$ cat config.mk
export PLATFORM = sky130hd
export DESIGN_NAME = gate_truth_sequencer_flat
export DESIGN_NICKNAME = d
export VERILOG_FILES = /design/src/rtl/gate_seq_pkg.sv /design/src/rtl/gate_truth_sequencer_if.sv /design/src/rtl/gate_seq_settle_timer.sv /design/src/rtl/gate_truth_sequencer.sv /design/src/flat_wrapper.sv
export SDC_FILE = /design/constraint.sdc
export NUM_CORES = 1
export LEC_CHECK = 0
export CORE_ASPECT_RATIO = 1.2
export CORE_MARGIN = 2
export CORE_UTILIZATION = 40
export CTS_CLUSTER_SIZE = 16
export DETAILED_ROUTE_END_ITERATION = 6
export GPL_TIMING_DRIVEN = 0
export PLACE_DENSITY = 0.68
export SLEW_MARGIN = 10
export SYNTH_ARGS = -nofsm -noshare
export SYNTH_HDL_FRONTEND = slang
export SYNTH_SLANG_ARGS = --single-unit
$ cat constraint.sdc
create_clock -name clk -period 2 [get_ports clk]
set_input_delay 0.3 -clock clk [delete_from_list [all_inputs] [get_ports clk]]
set_output_delay 0.3 -clock clk [all_outputs]
set_load 0.05 [all_outputs]
$ cat src/rtl/gate_seq_pkg.sv
// gate_seq_pkg: shared widths and FSM state type for the gate truth-table sequencer
package gate_seq_pkg;
  localparam int NUM_VEC = 8;
  localparam int IDX_W = 3;
  localparam int CNT_W = 4;
  localparam int ERR_W = 4;
  typedef enum logic [1:0] {IDLE, SETTLE, SAMPLE, DONE} state_t;
endpackage

$ cat src/rtl/gate_truth_sequencer_if.sv
// gate_truth_sequencer_if: control, gate-vector and result signals between the board side and the sequencer
interface gate_truth_sequencer_if;
  import gate_seq_pkg::*;
  logic start;
  logic abort;
  logic dut_a;
  logic dut_b;
  logic dut_c;
  logic dut_f1;
  logic dut_f2;
  logic busy;
  logic done;
  logic pass;
  logic [ERR_W-1:0] err_count;
  logic fail_valid;
  logic [IDX_W-1:0] first_fail_idx;
  modport master (
    output start, abort, dut_f1, dut_f2,
    input dut_a, dut_b, dut_c, busy, done, pass, err_count, fail_valid, first_fail_idx
  );
  modport slave (
    input start, abort, dut_f1, dut_f2,
    output dut_a, dut_b, dut_c, busy, done, pass, err_count, fail_valid, first_fail_idx
  );
endinterface

$ cat src/rtl/gate_seq_settle_timer.sv
// gate_seq_settle_timer: loadable down-counter with a zero flag used to time each vector's settle window
module gate_seq_settle_timer
  import gate_seq_pkg::*;
(
  input  logic             clk,
  input  logic             rst_n,
  input  logic             load,
  input  logic             dec,
  input  logic [CNT_W-1:0] load_val,
  output logic             zero
);
  logic [CNT_W-1:0] cnt_q, cnt_d;
  always_comb cnt_d = load ? load_val : dec ? cnt_q - CNT_W'(1) : cnt_q;
  always_ff @(posedge clk) begin
    if (!rst_n) cnt_q <= '0;
    else cnt_q <= cnt_d;
  end
  assign zero = cnt_q == '0;
endmodule

$ cat src/rtl/gate_truth_sequencer.sv
// gate_truth_sequencer: sweeps all 8 {A,B,C} vectors into an external gate and checks F1/F2 against truth-table masks
module gate_truth_sequencer
  import gate_seq_pkg::*;
#(
  parameter int unsigned        SETTLE_CYCLES = 2,
  parameter logic [NUM_VEC-1:0] EXP_F2        = 8'h7F,
  parameter logic [NUM_VEC-1:0] EXP_F1        = 8'h00,
  parameter bit                 CHK_F1        = 1'b0
) (
  input logic                   clk,
  input logic                   rst_n,
  gate_truth_sequencer_if.slave bus
);
  localparam logic [CNT_W-1:0] RELOAD = CNT_W'(SETTLE_CYCLES - 1);
  state_t state_q, state_d;
  logic [IDX_W-1:0] idx_q, idx_d, ffi_q, ffi_d;
  logic [ERR_W-1:0] err_q, err_d;
  logic fv_q, fv_d, pass_q, pass_d;
  logic load, dec, zero, miss, last;
  gate_seq_settle_timer u_timer (
    .clk(clk),
    .rst_n(rst_n),
    .load(load),
    .dec(dec),
    .load_val(RELOAD),
    .zero(zero)
  );
  assign miss = (bus.dut_f2 != EXP_F2[idx_q]) | (CHK_F1 & (bus.dut_f1 != EXP_F1[idx_q]));
  assign last = idx_q == IDX_W'(NUM_VEC - 1);
  always_comb begin
    state_d = state_q;
    idx_d = idx_q;
    err_d = err_q;
    fv_d = fv_q;
    ffi_d = ffi_q;
    pass_d = pass_q;
    load = 1'b0;
    dec = 1'b0;
    if (bus.abort) begin
      state_d = IDLE;
      idx_d = '0;
      pass_d = 1'b0;
    end else begin
      case (state_q)
        IDLE: begin
          if (bus.start) begin
            state_d = SETTLE;
            idx_d = '0;
            load = 1'b1;
            err_d = '0;
            fv_d = 1'b0;
            ffi_d = '0;
            pass_d = 1'b0;
          end
        end
        SETTLE: begin
          state_d = zero ? SAMPLE : SETTLE;
          dec = !zero;
        end
        SAMPLE: begin
          err_d = err_q + ERR_W'(miss);
          fv_d = fv_q | miss;
          ffi_d = (miss && !fv_q) ? idx_q : ffi_q;
          state_d = last ? DONE : SETTLE;
          idx_d = last ? idx_q : idx_q + IDX_W'(1);
          load = !last;
          pass_d = last ? (err_d == '0) : pass_q;
        end
        default: state_d = IDLE;
      endcase
    end
  end
  always_ff @(posedge clk) begin
    if (!rst_n) begin
      state_q <= IDLE;
      idx_q <= '0;
      err_q <= '0;
      fv_q <= 1'b0;
      ffi_q <= '0;
      pass_q <= 1'b0;
    end else begin
      state_q <= state_d;
      idx_q <= idx_d;
      err_q <= err_d;
      fv_q <= fv_d;
      ffi_q <= ffi_d;
      pass_q <= pass_d;
    end
  end
  assign {bus.dut_a, bus.dut_b, bus.dut_c} = idx_q;
  assign bus.busy = (state_q == SETTLE) || (state_q == SAMPLE);
  assign bus.done = state_q == DONE;
  assign bus.pass = pass_q;
  assign bus.err_count = err_q;
  assign bus.fail_valid = fv_q;
  assign bus.first_fail_idx = ffi_q;
endmodule

$ cat src/flat_wrapper.sv
// flat-port wrapper written by rule: the top's interface ports become plain ports
module gate_truth_sequencer_flat import gate_seq_pkg::*;
#(
  parameter int unsigned        SETTLE_CYCLES = 2,
  parameter logic [NUM_VEC-1:0] EXP_F2        = 8'h7F,
  parameter logic [NUM_VEC-1:0] EXP_F1        = 8'h00,
  parameter bit                 CHK_F1        = 1'b0
)
  (clk, rst_n, bus_start, bus_abort, bus_dut_f1, bus_dut_f2, bus_dut_a, bus_dut_b, bus_dut_c, bus_busy, bus_done, bus_pass, bus_err_count, bus_fail_valid, bus_first_fail_idx);
  gate_truth_sequencer_if bus_i ();
  input logic clk;
  input logic rst_n;
  input wire logic [$bits(bus_i.start)-1:0] bus_start;
  input wire logic [$bits(bus_i.abort)-1:0] bus_abort;
  input wire logic [$bits(bus_i.dut_f1)-1:0] bus_dut_f1;
  input wire logic [$bits(bus_i.dut_f2)-1:0] bus_dut_f2;
  output wire logic [$bits(bus_i.dut_a)-1:0] bus_dut_a;
  output wire logic [$bits(bus_i.dut_b)-1:0] bus_dut_b;
  output wire logic [$bits(bus_i.dut_c)-1:0] bus_dut_c;
  output wire logic [$bits(bus_i.busy)-1:0] bus_busy;
  output wire logic [$bits(bus_i.done)-1:0] bus_done;
  output wire logic [$bits(bus_i.pass)-1:0] bus_pass;
  output wire logic [$bits(bus_i.err_count)-1:0] bus_err_count;
  output wire logic [$bits(bus_i.fail_valid)-1:0] bus_fail_valid;
  output wire logic [$bits(bus_i.first_fail_idx)-1:0] bus_first_fail_idx;
  assign bus_i.start = bus_start;
  assign bus_i.abort = bus_abort;
  assign bus_i.dut_f1 = bus_dut_f1;
  assign bus_i.dut_f2 = bus_dut_f2;
  assign bus_dut_a = bus_i.dut_a;
  assign bus_dut_b = bus_i.dut_b;
  assign bus_dut_c = bus_i.dut_c;
  assign bus_busy = bus_i.busy;
  assign bus_done = bus_i.done;
  assign bus_pass = bus_i.pass;
  assign bus_err_count = bus_i.err_count;
  assign bus_fail_valid = bus_i.fail_valid;
  assign bus_first_fail_idx = bus_i.first_fail_idx;
  gate_truth_sequencer #(.SETTLE_CYCLES(SETTLE_CYCLES), .EXP_F2(EXP_F2), .EXP_F1(EXP_F1), .CHK_F1(CHK_F1)) u_core (.clk(clk), .rst_n(rst_n), .bus(bus_i));
endmodule
==> flow_summary.json, run 1 <==
{
  "synth_top_area_share_pct": 36.9,
  "die_y_um": 59.6,
  "synth_seq_cells": 19,
  "slew_headroom_pct": 64.1,
  "synth_area_per_cell_um2": 8.45,
  "p_total_mw": 0.681,
  "required_ns": 2.25,
  "internal_power_mw": 0.496,
  "grt_first_pass_wirelength_mm": 3.71,
  "max-cap-violations": 0,
  "setup_violations": 0,
  "synthArstFlopShare_pct": 0,
  "die_x_um": 50.3,
  "tightest_slew_ns": 0.537,
  "dp_slack_ns": -0.525,
  "synth_nets": 137,
  "synth.most_common_cell": "dfxtp_1",
  "num_rows": 20,
  "path_cells": "xnor2_2 > inv_2 > ha_4 > ha_4 > or4_1 > or3_1 > a21oi_1",
  "swShare_pct": 27.2,
  "diodes": 0,
  "cp_max_fo": 2,
  "rsz0062_at_grt": "yes",
  "finalClockSkew_ns": 0.00235,
  "clock_sinks": 19,
  "io_pins": 20,
  "cpPeakStageDelay_ns": 0.49,
  "drc": 0,
  "drt_wl_total_mm": 2.17,
  "use_met3_pct": 3.03,
  "finalInstanceArea_um2": 1350,
  "path_class": "flop to flop",
  "post_drt_wl_per_cell_um": 12.1,
  "fin_crit_ns": 1.98,
  "gr-usage-met2_pct": 30.3,
  "gp_congestion": 0.744,
  "cts_inserted_buffers": 3,
  "maxSlewViolCount": 0,
  "switching_power_mw": 0.185,
  "drt_iter0_markers": 16,
  "overflow": 0,
  "endpoint_kind": "flop",
  "synth_edf_count": 0,
  "clockBufferDepth": 2,
  "coreArea_um2": 2500,
  "ys_seq_area_share_pct": 36.9,
  "dpl.cell_count": 173,
  "grt_max_degree": 12,
  "start_kind": "flop",
  "netlist_top_cells_count": "19 x dfxtp_1, 17 x nand2_1, 11 x nor2_1, 9 x ha_1",
  "syn_inst": 122,
  "vdd_drop_max_mv": 0.358,
  "powerDensity_nw_per_um2": 505,
  "initial_core_util_pct": 41.2,
  "use_met1_pct": 17.5,
  "areaGrowthSynthToFinish_pct": 30.8,
  "yosys_warnings": 0,
  "hold_viol": 0,
  "status": "finished clean",
  "hpwl_mm": 1.67,
  "slowest_stage": "or4_1",
  "final_util_pct": 53.9,
  "vias": 920,
  "portBuffers": 18,
  "place_area_um2": 1260,
  "power_frac_clock_pct": 30.0,
  "seqPwrFrac_pct": 56.7,
  "root_buffer": "clkbuf_4",
  "static-leakage-power_nw": 0.492,
  "crit_arrival_ns": 2.22,
  "stdcell_count": 179,
  "yosysTopAreaCell": "dfxtp_1",
  "grt_usage_pct": 16.3,
  "p_comb_share_pct": 13.3,
  "fin_ws_ns": 0.0229,
  "h-tree-depth": 1,
  "ys_types": 33,
  "busiest_layer": "met2",
  "nets": 162,
  "vias_per_cell": 5.14,
  "cts_tree": "done",
  "post-route-period-util_pct": 98.9,
  "fmax_mhz": 506,
  "syn_area_um2": 1030,
  "hold_class": "flop to flop",
  "antenna_found_initial": 0,
  "synth.area.top_cells": "dfxtp_1 37%, ha_1 11%, nand2_1 6.2%, xnor2_1 4.2%, nor2_1 4.0%",
  "grt_pass1_vias": 861,
  "clk_pin_slew_ns": 0.11,
  "ys.flop_type": "dfxtp_1",
  "cpMostUsedCell": "ha_4",
  "fillers": 243,
  "drive_gt1_share_pct": 17.1,
  "firstDrtPassIters": 4,
  "hp-start": "u_core.bus.pass",
  "drtAntennaViolNets": 0,
  "dieArea_um2": 3000,
  "clk_latency_ns": 0.31
}
power by group through the flow:
stage | clock, mW | sequential [mW] | combinational [mW]
after floorplan | 0 | 0.397 | 0.0548
after global placement | 0 | 0.395 | 0.0836
after detailed placement | 0 | 0.395 | 0.0858
after CTS | 0.205 | 0.386 | 0.0859
after global routing | 0.223 | 0.387 | 0.101
final | 0.204 | 0.386 | 0.0908
area by class of cell:
type | count | area, um^2 | area share, %
Multi-Input combinational cell | 94 | 667 | 49.4
Tap cell | 33 | 41.3 | 3.06
Sequential cell | 19 | 385 | 28.6
Buffer | 3 | 13.8 | 1.02
Inverter | 6 | 22.5 | 1.67
Clock buffer | 3 | 22.5 | 1.67
Clock inverter | 1 | 5.00 | 0.371
Timing Repair Buffer | 20 | 191 | 14.2
state kept, by name (all words and copies together) (netlist names), named ones only:
register and cells:
u_core.bus.fail_valid 1, u_core.state_q 2, u_core.idx_q 3, u_core.bus.first_fail_idx 3, u_core.u_timer.cnt_q 4, u_core.bus.pass 1, u_core.bus.err_count 4
layout by cell type (no fill, tap or decap), types with 3 or more instances in the layout:
cell | synthesis | final
dfxtp_2 | 0 | 4
xnor2_1 | 5 | 4
dfxtp_1 | 19 | 15
clkdlybuf4s50_1 | 0 | 15
dlygate4sd2_1 | 0 | 3
a21oi_1 | 5 | 5
clkbuf_4 | 0 | 3
o22ai_1 | 3 | 3
a21boi_0 | 4 | 4
nand2_1 | 17 | 17
nand2b_1 | 6 | 6
inv_1 | 6 | 5
o21ai_0 | 4 | 4
nand3_1 | 5 | 5
a22oi_1 | 3 | 3
ha_1 | 9 | 6
nor2_1 | 11 | 10
routing by layer:
layer	wire [um]	vias to the layer above	share of wire, %
met5	0	-	0
met4	41	0	1.9
met3	58	5	2.7
met2	1150	13	53
met1	922	430	42
li1	-	472	-
final timing paths:
path	endpoint	slack [ns]	cells past startpoint
min	u_core.bus.pass	0.47	2
max reg2reg	u_core.bus.pass	0.02	7
min reg2reg	u_core.bus.pass	0.47	2
max	u_core.bus.pass	0.02	7
worst max-delay path: cells and delay by family (launching register included):
family / cells / cell delay (ns)
xor+xnor: 1 / 0.18
simple gates: 2 / 0.80
compound gates: 1 / 0.14
buf+inv: 1 / 0.06
flops: 1 / 0.34
fa+ha+maj: 2 / 0.39
through the flow:
| stage | hold slack, ns | setup TNS (ns) |
|---|---|---|
| final | 0.473 | 0 |
| after global routing | 0.503 | -0.0885 |
| after CTS | 0.479 | -0.0224 |
| after detailed placement | 0.463 | -0.612 |
| after global placement | 0.450 | -0.553 |
| after floorplan | 0.459 | 0 |
kinds of logic (layout without fill, tap and decap cells):
| group | Yosys count | in the layout | synth area share (%) |
|---|---|---|---|
| simple gates | 53 | 53 | 26.3 |
| compound gates | 25 | 25 | 16.5 |
| flops | 19 | 19 | 36.9 |
| fa+ha+maj | 9 | 9 | 10.9 |
| buf+inv | 9 | 33 | 3.28 |
| xor+xnor | 6 | 6 | 5.10 |
| mux | 1 | 1 | 0.971 |
repair_timing:
item | 4_1_cts | 5_1_grt
setup buffers | 1 | 1
pin swaps | 1 | 3
endpoints found under the setup margin | 3 | 10
hold buffers | 0 | 0
gates resized for setup | 4 | 12
No activity file was read; power rests on OpenSTA's default activity.
==> run 2, diff against run 1 <==
- CAP_MARGIN: unset -> 30
- PLACE_DENSITY: 0.68 -> 0.65
- SETUP_SLACK_MARGIN: unset -> 0.02
- clock period: 2 -> 2.3 ns (I/O delays scaled with it)
==> run 2 against run 1 <==
Worst setup slack better by 0.17 ns. Clock power down 18%. Combinational power down 18%. Design area down 3.3%. Die area unchanged. Highest routed layer unchanged.
==> flow_summary.json, run 2 (same netlist as run 1, synthesis figures left out) <==
{
  "grt_first_pass_wirelength_mm": 3.55,
  "dieArea_um2": 3000,
  "root_buffer": "clkbuf_4",
  "die_y_um": 59.6,
  "vias": 911,
  "maxSlewViolCount": 0,
  "cpLargestDelayFamily": "buffers and inverters",
  "status": "finished clean",
  "cp_max_fo": 4,
  "drtAntennaViolNets": 0,
  "drc": 0,
  "clock_sinks": 19,
  "nets": 161,
  "post_drt_wl_per_cell_um": 11.8,
  "drt_wl_total_mm": 2.09,
  "vias_per_cell": 5.12,
  "rsz0062_at_grt": "no",
  "max-cap-violations": 0,
  "portBuffers": 18,
  "fillers": 254,
  "fmax_mhz": 474,
  "internal_power_mw": 0.429,
  "worstHoldPathCells": 2,
  "p_total_mw": 0.579,
  "cts_inserted_buffers": 3,
  "cpPeakStageDelay_ns": 0.82,
  "endpoint_kind": "output pin",
  "post-route-period-util_pct": 91.7,
  "grt_max_degree": 12,
  "path_cells": "ha_1 > clkdlybuf4s50_1",
  "diodes": 0,
  "ff2ff_path_depth": 7,
  "firstDrtPassIters": 4,
  "io_pins": 20,
  "areaGrowthSynthToFinish_pct": 26.5,
  "die_x_um": 50.3,
  "crit_arrival_ns": 1.76,
  "setup_violations": 0,
  "place_area_um2": 1250,
  "critPathBufInv": 1,
  "finalClockSkew_ns": 0.00297,
  "cts_tree": "done",
  "powerDensity_nw_per_um2": 444,
  "power_frac_clock_pct": 29.1,
  "finalInstanceArea_um2": 1300,
  "fin_crit_ns": 2.11,
  "gp_congestion": 0.774,
  "vdd_drop_max_mv": 0.314,
  "clockBufferDepth": 2,
  "num_rows": 20,
  "static-leakage-power_nw": 0.507,
  "hold_viol": 0,
  "seqPwrFrac_pct": 58.0,
  "required_ns": 1.96,
  "grt_pass1_vias": 862,
  "path_class": "flop to output pin",
  "final_common_cell": "dfxtp_1",
  "h-tree-depth": 1,
  "start_kind": "flop",
  "hpwl_mm": 1.65,
  "cp_num_cells": 2,
  "clk_pin_slew_ns": 0.11,
  "initial_core_util_pct": 41.2,
  "slew_headroom_pct": 63.6,
  "swShare_pct": 26.0,
  "p_comb_share_pct": 12.9,
  "slowest_stage": "clkdlybuf4s50_1",
  "tightest_slew_ns": 0.545,
  "layout_common_cells": "19 x dfxtp_1, 17 x nand2_1, 16 x clkdlybuf4s50_1",
  "overflow": 0,
  "coreArea_um2": 2500,
  "seq_area_um2": 380,
  "drive_gt1_share_pct": 8.97,
  "grt_usage_pct": 15.4,
  "antenna_found_initial": 0,
  "hold_class": "flop to flop",
  "multi_input_area_um2": 628,
  "clk_latency_ns": 0.29,
  "drt_iter0_markers": 13,
  "switching_power_mw": 0.150
}
[run 2: cell types whose count changed in the layout (fill, tap and decap cells not counted), sizes merged]
cell	delta
clkdlybuf4s50	+1
dlygate4sd2	-3
dlymetal6s2s	+2
buf	-1
[run 2: what timing repair did]
item	4_1_cts	5_1_grt
buffers inserted	1	0
gates resized for setup	1	3
pin swaps	1	0
endpoints found under the hold margin	0	0
setup endpoints to repair	1	2
hold buffers	0	0
[run 2: worst paths after layout]
kind	start	to	slack [ns]
max	u_core.state_q[0]	bus_done	0.19
min	u_core.bus.first_fail_idx[1]	u_core.bus.first_fail_idx[1]	0.48
max reg2reg	flop	u_core.bus.pass	0.25
min reg2reg	u_core.bus.first_fail_idx[1]	u_core.bus.first_fail_idx[1]	0.48
[run 2: worst min-delay path, cell delays in order (launching register included)]
cell	delay (ns)
dfxtp_1	0.33
nand2_1	0.05
o22ai_1	0.06
[run 2: per-layer routing]
metal	GRT usage, %	part of all wire [%]	up-vias	wire, um
met3	2.27	2.2	4	46
met1	17.2	42	430	889
li1	-	-	467	-
met2	29.1	54	10	1120
met4	5.79	1.5	0	32
met5	0	0	-	0
[run 2: stage by stage]
stage	setup slack, ns	TNS [ns]	hold slack (ns)	std cells	util [%]
after CTS	0.0291	0	0.477	178	51.7
after detailed placement	-0.374	-0.374	0.462	173	50.1
final	0.192	0	0.479	178	52.1
after global routing	0.108	0	0.506	178	52.1
after floorplan	0.220	0	0.469	122	-
after global placement	-0.332	-0.332	0.448	173	50.1
[run 2: cell type report]
type                            count  area share, %
Sequential cell                    19           29.2
Tap cell                           33           3.17
Timing Repair Buffer               19           14.8
Buffer                              3          0.864
Clock buffer                        3           1.73
Inverter                            6           1.73
Multi-Input combinational cell     94           48.2
Clock inverter                      1          0.384
[run 2: power groups by stage]
stage	Combinational, mW	Clock [mW]	Sequential [mW]
6_report	0.0748	0.168	0.336
5_1_grt	0.0826	0.189	0.337
4_1_cts	0.0758	0.171	0.336
3_5_place_dp	0.0734	0	0.343
3_3_place_gp	0.0723	0	0.343
2_1_floorplan	0.0471	0	0.346
